### src/rtl/theta_pkg.sv
// Shared types and helpers for the theta column mixer: column count, index width,
// controller states and a width-generic left rotate.
package theta_pkg;

  localparam int NUM_COLS = 5;
  localparam int IDX_W    = 3;
  localparam int MAX_W    = 256;  // widest lane the rotate helper supports

  localparam logic [IDX_W-1:0] LAST_IDX = IDX_W'(NUM_COLS - 1);

  typedef enum logic [1:0] {
    IDLE,
    LOAD,
    EMIT,
    DONE
  } state_e;

  // Rotates the low w bits of v left by r; bits at and above w come back as zero.
  function automatic logic [MAX_W-1:0] rotl(input logic [MAX_W-1:0] v,
                                            input int unsigned w,
                                            input int unsigned r);
    logic [MAX_W-1:0] res;
    res = '0;
    for (int unsigned i = 0; i < MAX_W; i++) begin
      if (i < w) res[(i + r) % w] = v[i];
    end
    return res;
  endfunction

endpackage

### src/rtl/col_buf5.sv
// Five-entry column parity buffer: one synchronous write port and two
// combinational read ports that return zero for out-of-range indices.
module col_buf5
  import theta_pkg::*;
#(
  parameter int W = 64
) (
  input  logic             clk,
  input  logic             rst,
  input  logic             wr_en,
  input  logic [IDX_W-1:0] wr_idx,
  input  logic [W-1:0]     wr_data,
  input  logic [IDX_W-1:0] rd_prev_idx,
  output logic [W-1:0]     rd_prev_data,
  input  logic [IDX_W-1:0] rd_next_idx,
  output logic [W-1:0]     rd_next_data
);

  logic [W-1:0] mem_q [NUM_COLS];
  logic [W-1:0] mem_d [NUM_COLS];

  always_comb begin
    mem_d = mem_q;
    if (wr_en && (wr_idx <= LAST_IDX)) mem_d[wr_idx] = wr_data;
  end

  // NOTE: the array is reset on purpose: a pass aborted by rst must not leak
  // stale parities into the next one. This keeps it in flops, not a RAM macro.
  always_ff @(posedge clk) begin
    if (rst) begin
      for (int i = 0; i < NUM_COLS; i++) mem_q[i] <= '0;
    end else begin
      mem_q <= mem_d;
    end
  end

  assign rd_prev_data = (rd_prev_idx <= LAST_IDX) ? mem_q[rd_prev_idx] : '0;
  assign rd_next_data = (rd_next_idx <= LAST_IDX) ? mem_q[rd_next_idx] : '0;

endmodule

### src/rtl/theta_col_mixer.sv
// Theta column mixer: loads C[0..4], then emits D[x] = C[x-1] ^ rotl(C[x+1], ROT)
// driven by an external mod-5 index counter. THETA_PARITY_CHK_EN adds the err check.
module theta_col_mixer
  import theta_pkg::*;
#(
  parameter int W   = 64,
  parameter int ROT = 1
) (
`ifdef THETA_PARITY_CHK_EN
  output logic             err,
`endif
  input  logic             clk,
  input  logic             rst,
  input  logic             start,
  input  logic             in_valid,
  output logic             in_ready,
  input  logic [W-1:0]     in_data,
  input  logic [IDX_W-1:0] prev_idx,
  input  logic [IDX_W-1:0] cur_idx,
  input  logic [IDX_W-1:0] next_idx,
  output logic             idx_inc,
  output logic             idx_clr,
  output logic             out_valid,
  input  logic             out_ready,
  output logic [W-1:0]     out_data,
  output logic [IDX_W-1:0] out_idx,
  output logic             busy,
  output logic             done
);

  state_e           state_q, state_d;
  logic [IDX_W-1:0] load_cnt_q, load_cnt_d;
  logic [IDX_W-1:0] emit_cnt_q, emit_cnt_d;
  logic             wr_en;
  logic [W-1:0]     rd_prev, rd_next, mix;
  logic             idx_ok;

  col_buf5 #(.W(W)) u_buf (
    .clk         (clk),
    .rst         (rst),
    .wr_en       (wr_en),
    .wr_idx      (load_cnt_q),
    .wr_data     (in_data),
    .rd_prev_idx (prev_idx),
    .rd_prev_data(rd_prev),
    .rd_next_idx (next_idx),
    .rd_next_data(rd_next)
  );

  assign idx_ok = (prev_idx <= LAST_IDX) && (cur_idx <= LAST_IDX) && (next_idx <= LAST_IDX);
  assign mix    = rd_prev ^ W'(rotl(MAX_W'(rd_next), W, ROT));

  // NOTE: every output is given a default before the case so no path leaves a
  // signal unassigned; otherwise synthesis infers latches.
  always_comb begin
    state_d    = state_q;
    load_cnt_d = load_cnt_q;
    emit_cnt_d = emit_cnt_q;
    wr_en      = 1'b0;
    in_ready   = 1'b0;
    out_valid  = 1'b0;
    idx_inc    = 1'b0;
    idx_clr    = 1'b0;
    done       = 1'b0;
    unique case (state_q)
      IDLE: begin
        if (start) begin
          idx_clr    = 1'b1;
          load_cnt_d = '0;
          emit_cnt_d = '0;
          state_d    = LOAD;
        end
      end
      LOAD: begin
        in_ready = 1'b1;
        if (in_valid) begin
          wr_en      = 1'b1;
          load_cnt_d = load_cnt_q + 1'b1;
          if (load_cnt_q == LAST_IDX) state_d = EMIT;
        end
      end
      EMIT: begin
        out_valid = 1'b1;
        if (out_ready) begin
          idx_inc    = 1'b1;
          emit_cnt_d = emit_cnt_q + 1'b1;
          if (emit_cnt_q == LAST_IDX) state_d = DONE;
        end
      end
      DONE: begin
        done    = 1'b1;
        state_d = IDLE;
      end
      default: state_d = IDLE;
    endcase
  end

  assign out_data = (out_valid && idx_ok) ? mix : '0;
  assign out_idx  = cur_idx;
  assign busy     = (state_q != IDLE);

  // NOTE: state registers use non-blocking assignments so every flop samples
  // the pre-edge value regardless of statement order.
  always_ff @(posedge clk) begin
    if (rst) begin
      state_q    <= IDLE;
      load_cnt_q <= '0;
      emit_cnt_q <= '0;
    end else begin
      state_q    <= state_d;
      load_cnt_q <= load_cnt_d;
      emit_cnt_q <= emit_cnt_d;
    end
  end

`ifdef THETA_PARITY_CHK_EN
  // XOR of all D words must equal X ^ rotl(X) where X is the XOR of all C words.
  logic [W-1:0] xacc_q, xacc_d;
  logic [W-1:0] dacc_q, dacc_d;
  logic         err_q, err_d;
  logic [W-1:0] dacc_final;

  assign dacc_final = dacc_q ^ out_data;

  always_comb begin
    xacc_d = xacc_q;
    dacc_d = dacc_q;
    err_d  = err_q;
    if (state_q == IDLE && start) begin
      xacc_d = '0;
      dacc_d = '0;
      err_d  = 1'b0;
    end
    if (wr_en) xacc_d = xacc_q ^ in_data;
    if (idx_inc) begin
      dacc_d = dacc_final;
      if (emit_cnt_q == LAST_IDX)
        err_d = (dacc_final != (xacc_q ^ W'(rotl(MAX_W'(xacc_q), W, ROT))));
    end
  end

  always_ff @(posedge clk) begin
    if (rst) begin
      xacc_q <= '0;
      dacc_q <= '0;
      err_q  <= 1'b0;
    end else begin
      xacc_q <= xacc_d;
      dacc_q <= dacc_d;
      err_q  <= err_d;
    end
  end

  assign err = err_q;
`endif

endmodule

### config.mk
export PLATFORM = sky130hd
export DESIGN_NAME = theta_col_mixer
export DESIGN_NICKNAME = d
export VERILOG_FILES = /design/src/rtl/theta_pkg.sv /design/src/rtl/col_buf5.sv /design/src/rtl/theta_col_mixer.sv
export SDC_FILE = /design/constraint.sdc
export NUM_CORES = 1
export LEC_CHECK = 0
export CAP_MARGIN = 20
export CORE_UTILIZATION = 35
export DETAILED_ROUTE_END_ITERATION = 7
export HOLD_SLACK_MARGIN = 0.03
export SYNTH_ARGS = -nofsm -noshare
export SYNTH_HDL_FRONTEND = slang
export SYNTH_SLANG_ARGS = --single-unit
### constraint.sdc
create_clock -name clk -period 4.65 [get_ports clk]
set_input_delay 0.93 -clock clk [delete_from_list [all_inputs] [get_ports clk]]
set_output_delay 0.93 -clock clk [all_outputs]
set_load 0.01 [all_outputs]
# Word level (Yosys, flattened, before mapping)
# Index checks and enable logic that the tools add are counted.
[word_totals]
output_inout_bits = 73
regBits = 328
word_cells = 76
[classes]
n_reduce_logical = 12
bitwise_logic = 4
n_mux = 32
n_eq_ne = 10
addsub = 2
order_cmp = 8
[ops]
columns = ["cell", "n"]
rows = [
  ["two-way mux 64 bit", 8],
  ["binary-select mux 64 bit (select 3 bit)", 2],
  ["bitwise mux 320 bit", 1],
  ["demux 64 bit (select 3 bit)", 1],
  ["XOR 64 bit", 1],
  [">= comparator 4 bit (second input constant)", 3],
  ["less-or-equal comparator 3 bit (second input constant)", 4],
  ["inverter 3 -> 4 bit", 3],
  ["case mux 3 bit (2 select lines)", 2],
  ["two-way mux 2 bit", 5],
  ["inequality test 2 bit (second input constant)", 5],
  ["two-way mux 1 bit", 9],
  ["two-way mux 3 bit", 3],
  ["case mux 2 bit (4 select lines)", 1],
  ["adder 3 x 1 -> 3 bit (second input constant)", 2],
  ["== test 3 bit (second input constant)", 2],
  ["AND reduction 3 bit", 2],
  ["nonzero test 2 bit", 3],
  ["logical AND 1 bit", 5],
  ["AND reduction 5 bit", 1],
  ["== test 2 bit (second input constant)", 2],
  ["less-than comparator 4 x 1 -> 1 bit (second input constant)", 1],
  ["== test 2 x 1 -> 1 bit (second input constant)", 1],
  ["zero test 2 bit", 1],
]

# Logic depth before layout (Yosys ltp)
# Gate-level depths: netlist of run 1.
[logic_depth]
depth_word = 7
mapped_depth = 9
ltp_nobuf = 7

# Hierarchy
# Synthesis of run 1 repeated with hierarchy kept, for this count alone.
[hier_totals]
hier_cells = 2193
area_unflattened_um2 = 17186.5
[modules_own_cells]
columns = ["mod", "area_per_inst_um2", "n_inst", "seq_area_each_um2", "cells_each"]
rows = [
  ["col_buf5", 15748.9, 1, 6406.1, 1988],
  ["theta_col_mixer", 1437.6, 1, 160.2, 205],
]

# Worst setup path before layout of run 1
# No wires, ideal clock.
[synth_path]
kind = "in2out"
from = "input port next_idx[0]"
to = "output port out_data[12]"
setup_slack_ns = 1.632
arrival_time_ns = 2.088
n_path_buf = 3
required_time_ns = 3.720
cell_stages = 7
cell_sequence = "buf_2 nor3b_1 buf_2 buf_1 a21oi_1 xnor2_1 nor2_1"
[synth_via]
elab_chain_cells = 7
[synth_lines]
columns = ["element", "line", "text"]
rows = [
  ["start: declaration", "theta_col_mixer.sv:20", "input logic [IDX_W-1:0] next_idx,"],
  ["inverter 3 -> 4 bit (implied by the code)", "col_buf5.sv:38", "assign rd_next_data = (rd_next_idx <= LAST_IDX) ? mem_q[rd_next_idx] : '0;"],
  ["binary-select mux 64 bit (select 3 bit)", "col_buf5.sv:38", ""],
  ["two-way mux 64 bit (implied by the code) (2 in series)", "col_buf5.sv:38", ""],
  ["two-way mux 64 bit", "col_buf5.sv:38", ""],
  ["XOR 64 bit", "theta_col_mixer.sv:51", "assign mix = rd_prev ^ W'(rotl(MAX_W'(rd_next), W, ROT));"],
  ["two-way mux 64 bit (*)", "theta_col_mixer.sv:98", "assign out_data = (out_valid && idx_ok) ? mix : '0;"],
  ["end: declaration", "theta_col_mixer.sv:25", "output logic [W-1:0] out_data,"],
]
# Mark *: on every way between the ends. The rest lies on a longest branch, timed or not. The select of a mux whose other input is x is not followed.

# Worst setup path after layout of run 1
[layout_path]
from = "input port prev_idx[2]"
to = "output port out_data[34]"
[layout_via]
elab_chain_cells = 7
[layout_lines]
columns = ["element", "line", "text"]
rows = [
  ["start: declaration", "theta_col_mixer.sv:18", "input logic [IDX_W-1:0] prev_idx,"],
  ["inverter 3 -> 4 bit (implied by the code)", "col_buf5.sv:37", "assign rd_prev_data = (rd_prev_idx <= LAST_IDX) ? mem_q[rd_prev_idx] : '0;"],
  ["binary-select mux 64 bit (select 3 bit)", "col_buf5.sv:37", ""],
  ["two-way mux 64 bit (implied by the code) (2 in series)", "col_buf5.sv:37", ""],
  ["two-way mux 64 bit", "col_buf5.sv:37", ""],
  ["XOR 64 bit", "theta_col_mixer.sv:51", ""],
  ["two-way mux 64 bit (*)", "theta_col_mixer.sv:98", ""],
]
# Marked as above.

==> results_dict.tcl, run 1 <==
set metrics [dict create \
    pwr_density_cell_mw_per_mm2 351 \
    drive_gt1_frac 0.0549 \
    num_antenna_cells 0 \
    synthDistinctLibCells 36 \
    yosys_register_bits 328 \
    dp.cells 2823 \
    yosysMostFrequentCell "nand2_1" \
    finalCritPeriodShare 0.941 \
    final-hold-violation-count 0 \
    core-area_sq_mm 0.0478 \
    dieArea_sq_mm 0.0494 \
    ctsLongestPathBuffers 3 \
    drv_cap 0 \
    rsz0062_at_grt "no" \
    hold_class "flip-flop to flip-flop" \
    synth.net_count 2284 \
    cp.required_ns 3.72 \
    tns_ns 0 \
    outcome "completed" \
    die_w_um 222 \
    skew_ns 0.0197 \
    die_y_um 222 \
    start_util 0.355 \
    finalWirelength_um 56400 \
    leakagePower_nw 6.63 \
    final-instance-count-excl-fill 2890 \
    synth_top_area_share 0.387 \
    ys_warn_count 0 \
    period_needed_ns 4.37 \
    max_freq_mhz 229 \
    ant_nets 0 \
    async_reset_ff_frac 0 \
    vdd_ir_drop_max_mv 0.207 \
    setup_viol 0 \
    syn_area_sq_mm 0.0170 \
    synth_area_leaders "dfxtp_1 39%, mux2i_1 15%, nand2_1 14%" \
    grt-ovfl-total 0 \
    clock-sinks 328 \
    yosys_most_used_dff "dfxtp_1" \
    rows 80 \
    grt_start_max_net_pins 155 \
    worst-setup-path-type "input port to output port" \
    clockRootBuffer "clkbuf_16" \
    post_drt_wl_per_cell_um 19.5 \
    vias 16000 \
    fillers 4828 \
    avgViaCountPerCell 5.52 \
    reg2reg_depth 7 \
    cts.repair.resized 0 \
    clk_latency_ns 0.57 \
    cts.clk_slew.worst_paths_ns 0.05 \
    nNetsFinal 2336 \
    grt_pass1_wl_um 87000 \
    drcViolationCount 0 \
    holdBufCountCts 0 \
    slew_headroom 0.270 \
    rrSetupSlack_ns 2.19 \
    antenna_found_initial 1 \
    drtIter0Drc 1366 \
    holdWs_ns 0.466 \
    syn_avg_cell_area_sq_um 7.73 \
    grt_pass1_vias 15500 \
    cts_made_buffers 39 \
    area_delta_synth_final_pct 18.0 \
    post_dp_cell_area_sq_mm 0.0188 \
    regToRegEndpoint "u_buf.mem_q[23]" \
    startpoint_type "input port" \
    r2r_start "load_cnt_q[0]" \
    syn_inst 2197 \
    synth_largest_area_cell "dfxtp_1" \
    cts_post_setup_buffers_inserted 0 \
    grt_usage 0.221 \
    worst_slew_pin_slew_ns 1.09 \
    path_max_fanout 19 \
    tritoncts "built" \
    h-tree-depth 2 \
    ys_seq_area_frac 0.387 \
    startpoint "prev_idx[2]" \
    endpoint "out_data[34]" \
    crit_arrival_ns 3.44 \
    ios 151 \
    yosys-top-cells-count "646 x nand2_1, 450 x a21oi_1, 328 x dfxtp_1" \
    gp_congestion 0.790 \
    drt-pass1-iter-count 7 \
    cp-end-kind "output port" \
    fin_area_sq_mm 0.0201 \
    io_buffers 150 \
    dpl.hpwl_um 31700 \
    synth-edff-count 0 \
    slew_violations 0 \
]
==> how the worst min path moves through the flow <==
stage                             to             start  slack, ns  cells past startpoint
global placement    u_buf.mem_q[260]  u_buf.mem_q[260]       0.45                      2
CTS                 u_buf.mem_q[135]  u_buf.mem_q[135]       0.47                      2
global route        u_buf.mem_q[190]  u_buf.mem_q[190]       0.48                      2
detailed placement  u_buf.mem_q[135]  u_buf.mem_q[135]       0.46                      2
finish              u_buf.mem_q[262]  u_buf.mem_q[262]       0.47                      2
floorplan           u_buf.mem_q[128]  u_buf.mem_q[128]       0.45                      2
==> worst max-delay path: stages <==
cell and delay (ns):
clkdlybuf4s50_1 0.46, nand2b_2 0.56, buf_12 0.35, o22ai_1 0.25, a21oi_1 0.09, xnor2_1 0.14, nor2_1 0.09, clkdlybuf4s50_1 0.53
==> registers in the layout, summed over array words and instances, names as in the netlist <==
signal and cells:
u_buf.mem_q 320, emit_cnt_q 3, load_cnt_q 3, state_q 2
==> cell type report <==
type                    instances  area, sq um  area share
repair buffers                196         2090       0.104
well taps                     615          769      0.0384
multi-input cells            1674         9370       0.467
clock buffers                  60         1170      0.0582
clock inverters                 7         53.8     0.00268
flip-flops and latches        328         6570       0.327
inverters                      10         37.5     0.00187
==> cell usage in the layout, fill, tap and decap left out, drive strengths merged <==
cell           synthesis  routed
a211oi                 1       1
a21oi                450     450
a221oi                 1       1
a311oi                 1       1
a31oi                  2       2
and2                   2       2
buf                  136      49
clkbuf                49      60
clkdlybuf4s50          0     147
clkinv                 0       6
dfxtp                328     328
ha                     9       9
inv                   10      11
mux2i                259     259
nand2                646     646
nand2b                 4       4
nand3                  7       7
nand4                  1       1
nor2                  75      75
nor2b                  1       1
nor3                   4       4
nor3b                  1       1
o21ai                  9       9
o22ai                128     128
or2                    4       4
or3                    3       3
xnor2                 65      65
xor2                   1       1
==> where the power goes <==
| part | internal (mW) | leakage (nW) | switching [mW] |
|---|---|---|---|
| Sequential | 2.92 | 2.65 | 0.0901 |
| Clock | 1.72 | 0.602 | 1.24 |
| Combinational | 0.393 | 3.38 | 0.683 |
==> stage by stage <==
step / utilization / power, mW / worst slack (ns)
2_1_floorplan: - / 3.73 / 1.63
3_3_place_gp: 0.394 / 4.12 / 0.348
3_5_place_dp: 0.394 / 4.14 / 0.309
4_1_cts: 0.419 / 7.10 / 0.306
5_1_grt: 0.419 / 7.31 / 0.181
6_report: 0.419 / 7.05 / 0.276
==> routing by layer <==
metal	part of all wire	wire length, um	GRT usage
met1	0.44	25000	0.290
met2	0.47	26300	0.371
met3	0.067	3800	0.0307
met4	0.023	1290	0.0786
met5	0.00030	17	0
==> logic make-up (layout without fill, tap and decap cells) <==
logic type               Yosys count  after routing  synth area share
flip-flops                       328            328             0.387
XOR/XNOR                          66             66            0.0340
multiplexers                     259            259             0.153
AO/OA/AOI/OAI                    592            592             0.185
buffers and inverters            195            273            0.0636
adder cells (fa/ha/maj)            9              9           0.00663
AND/OR/NAND/NOR                  748            748             0.172
No activity file was read; power rests on OpenSTA's default activity.
==> inputs of run 2 (changes only) <==
--- a/config.mk
+++ b/config.mk
@@ -6,9 +6,10 @@
 export NUM_CORES = 1
 export LEC_CHECK = 0
 export CAP_MARGIN = 20
-export CORE_UTILIZATION = 35
+export CORE_UTILIZATION = 40
 export DETAILED_ROUTE_END_ITERATION = 7
 export HOLD_SLACK_MARGIN = 0.03
+export RECOVER_POWER = 50
 export SYNTH_ARGS = -nofsm -noshare
 export SYNTH_HDL_FRONTEND = slang
 export SYNTH_SLANG_ARGS = --single-unit
==> run 2 against run 1 <==
  * The flow now finishes with violations (max-capacitance violations, max-slew violations)
  * Sequential power is essentially flat
  * Global-route usage grew 2.4 points
  * Critical endpoint is now out_data[1]
  * Non-clock buffer count shrank 1
  * Register-to-register slack lost 1.4 ns
  * Clock skew grew 0.0019 ns
==> results_dict.tcl, run 2 (synthesized netlist as in run 1, its figures left out) <==
set metrics [dict create \
    outcome "finished, violations left" \
    violations "max-capacitance violations, max-slew violations" \
    path_max_fanout 22 \
    crit_slowest_cell "clkdlybuf4s50_1" \
    cp-end-kind "output port" \
    reg2reg_depth 7 \
    finalWirelength_um 54700 \
    rsz0062_at_grt "no" \
    vias 15900 \
    tritoncts "built" \
    dp.cells 2746 \
    top_regs "u_buf.mem_q (320), emit_cnt_q (3), load_cnt_q (3)" \
    ctsLongestPathBuffers 3 \
    clk_latency_ns 0.54 \
    rows 75 \
    post_drt_wl_per_cell_um 19.4 \
    cts.repair.resized 0 \
    drtIter0Drc 1027 \
    crit_chain "clkdlybuf4s50_1, nand2b_2, buf_4, o22ai_1, a21oi_1, xnor2_1, nor2_1, clkdlybuf4s50_1" \
    min_to "u_buf.mem_q[130]" \
    die_y_um 208 \
    worst_slew_pin_slew_ns 2.56 \
    ant_nets 0 \
    dpl.hpwl_um 31000 \
    io_buffers 150 \
    layout_commonest_cell "nand2_1" \
    ios 151 \
    start_util 0.405 \
    cts_post_setup_buffers_inserted 0 \
    crit_arrival_ns 3.29 \
    slew_violations 406 \
    vdd_ir_drop_max_mv 0.272 \
    cp.required_ns 3.72 \
    hp-start "u_buf.mem_q[130]" \
    rrSetupSlack_ns 0.80 \
    worst-path-buf-inv 3 \
    drv_cap 6 \
    grt_busiest_layer "met2" \
    startpoint_type "input port" \
    setup_viol 0 \
    hold_class "flip-flop to flip-flop" \
    slew_headroom -0.708 \
    max_freq_mhz 237 \
    gp_congestion 0.794 \
    drive_gt1_frac 0.0527 \
    fillers 4138 \
    largest_register "u_buf.mem_q" \
    cpPeakStageDelay_ns 0.60 \
    pwr_density_cell_mw_per_mm2 352 \
    leakagePower_nw 6.64 \
    most-common-layout-cells "646 x nand2_1, 450 x a21oi_1, 328 x dfxtp_1, 259 x mux2i_1, 147 x clkdlybuf4s50_1" \
    largest_reg_flops 320 \
    crit_family "buffers and inverters" \
    tns_ns 0 \
    worst-setup-path-type "input port to output port" \
    grt_pass1_vias 15500 \
    die_w_um 208 \
    finalCritPeriodShare 0.908 \
    r2r_start "state_q[1]" \
    nNetsFinal 2334 \
    grt_pass1_wl_um 85500 \
    final-instance-count-excl-fill 2818 \
    period_needed_ns 4.22 \
    antenna_found_initial 5 \
    ff_latch_area_sq_mm 0.00657 \
    drcViolationCount 0 \
    cts.clk_slew.worst_paths_ns 0.06 \
    skew_ns 0.0216 \
    met3_usage 0.0332 \
    grt-ovfl-total 0 \
    clock-sinks 328 \
    regToRegEndpoint "u_buf.mem_q[96]" \
    drt-pass1-iter-count 5 \
    holdBufCountCts 0 \
    area_delta_synth_final_pct 17.3 \
    core-area_sq_mm 0.0419 \
    grt_start_max_net_pins 117 \
    grt_util_met1 0.319 \
    critPathMostFrequentCell "clkdlybuf4s50_1" \
    whs_path_depth 2 \
    multi_input_area_sq_mm 0.00936 \
    cts_made_buffers 38 \
    startpoint "next_idx[2]" \
    grt_usage 0.245 \
    avgViaCountPerCell 5.63 \
    final-hold-violation-count 0 \
    grt_use_met2 0.419 \
    h-tree-depth 2 \
    clockRootBuffer "clkbuf_16" \
    dieArea_sq_mm 0.0433 \
]
-- run 2: changes by cell type in the layout (fill, tap and decap cells not counted), moves of 2 or more --
cell,delta
clkbuf_1,+4
or3_4,+2
nand3_1,+2
clkbuf_8,+3
buf_4,-9
clkbuf_2,+5
or3_2,-2
diode_2,+2
-- run 2: layout make-up --
cell class	instances	share of cell area
multi-input combinational	1674	0.469
clock inverter	7	0.00289
antenna	2	0.000251
inverter	10	0.00188
clock buffer	63	0.0595
timing repair buffer	195	0.103
tap	539	0.0338
sequential	328	0.329
-- run 2: power breakdown --
part           switching [mW]  total, mW  internal [mW]
Combinational           0.662       1.05          0.389
Sequential             0.0895       3.01           2.92
Clock                    1.22       2.96           1.74
-- run 2: worst max-delay path by stage --
| stage | endpoint | slack (ns) | cells after the start |
|---|---|---|---|
| finish | out_data[1] | 0.43 | 8 |
| global route | load_cnt_q[2] | 0.20 | 3 |
| CTS | out_data[23] | 0.45 | 8 |
| detailed placement | out_data[23] | 0.46 | 8 |
| global placement | out_data[15] | 0.50 | 8 |
| floorplan | out_data[12] | 1.63 | 7 |
-- run 2: stage by stage --
step / setup WS, ns / total power [mW] / util / area [sq um] / hold WS [ns]
3_5_place_dp: 0.457 / 4.12 / 0.447 / 18700 / 0.459
2_1_floorplan: 1.63 / 3.73 / - / 17000 / 0.448
5_1_grt: 0.202 / 7.27 / 0.475 / 19900 / 0.482
4_1_cts: 0.454 / 7.07 / 0.477 / 20000 / 0.467
6_report: 0.429 / 7.02 / 0.475 / 19900 / 0.468
3_3_place_gp: 0.501 / 4.10 / 0.447 / 18700 / 0.453
-- run 2: worst register-to-register path: stages, from the launching register on --
cell,delay [ns]
dfxtp_1,0.38
inv_1,0.10
ha_1,0.22
nand3_1,0.26
or2_0,1.01
clkbuf_1,1.42
nand2_1,0.16
a21oi_1,0.20
-- run 2: per-layer routing --
metal,wire [um],up-vias
li1,-,7590
met2,26300,523
met4,1110,6
met1,24000,7646
met3,3210,89
met5,42,-
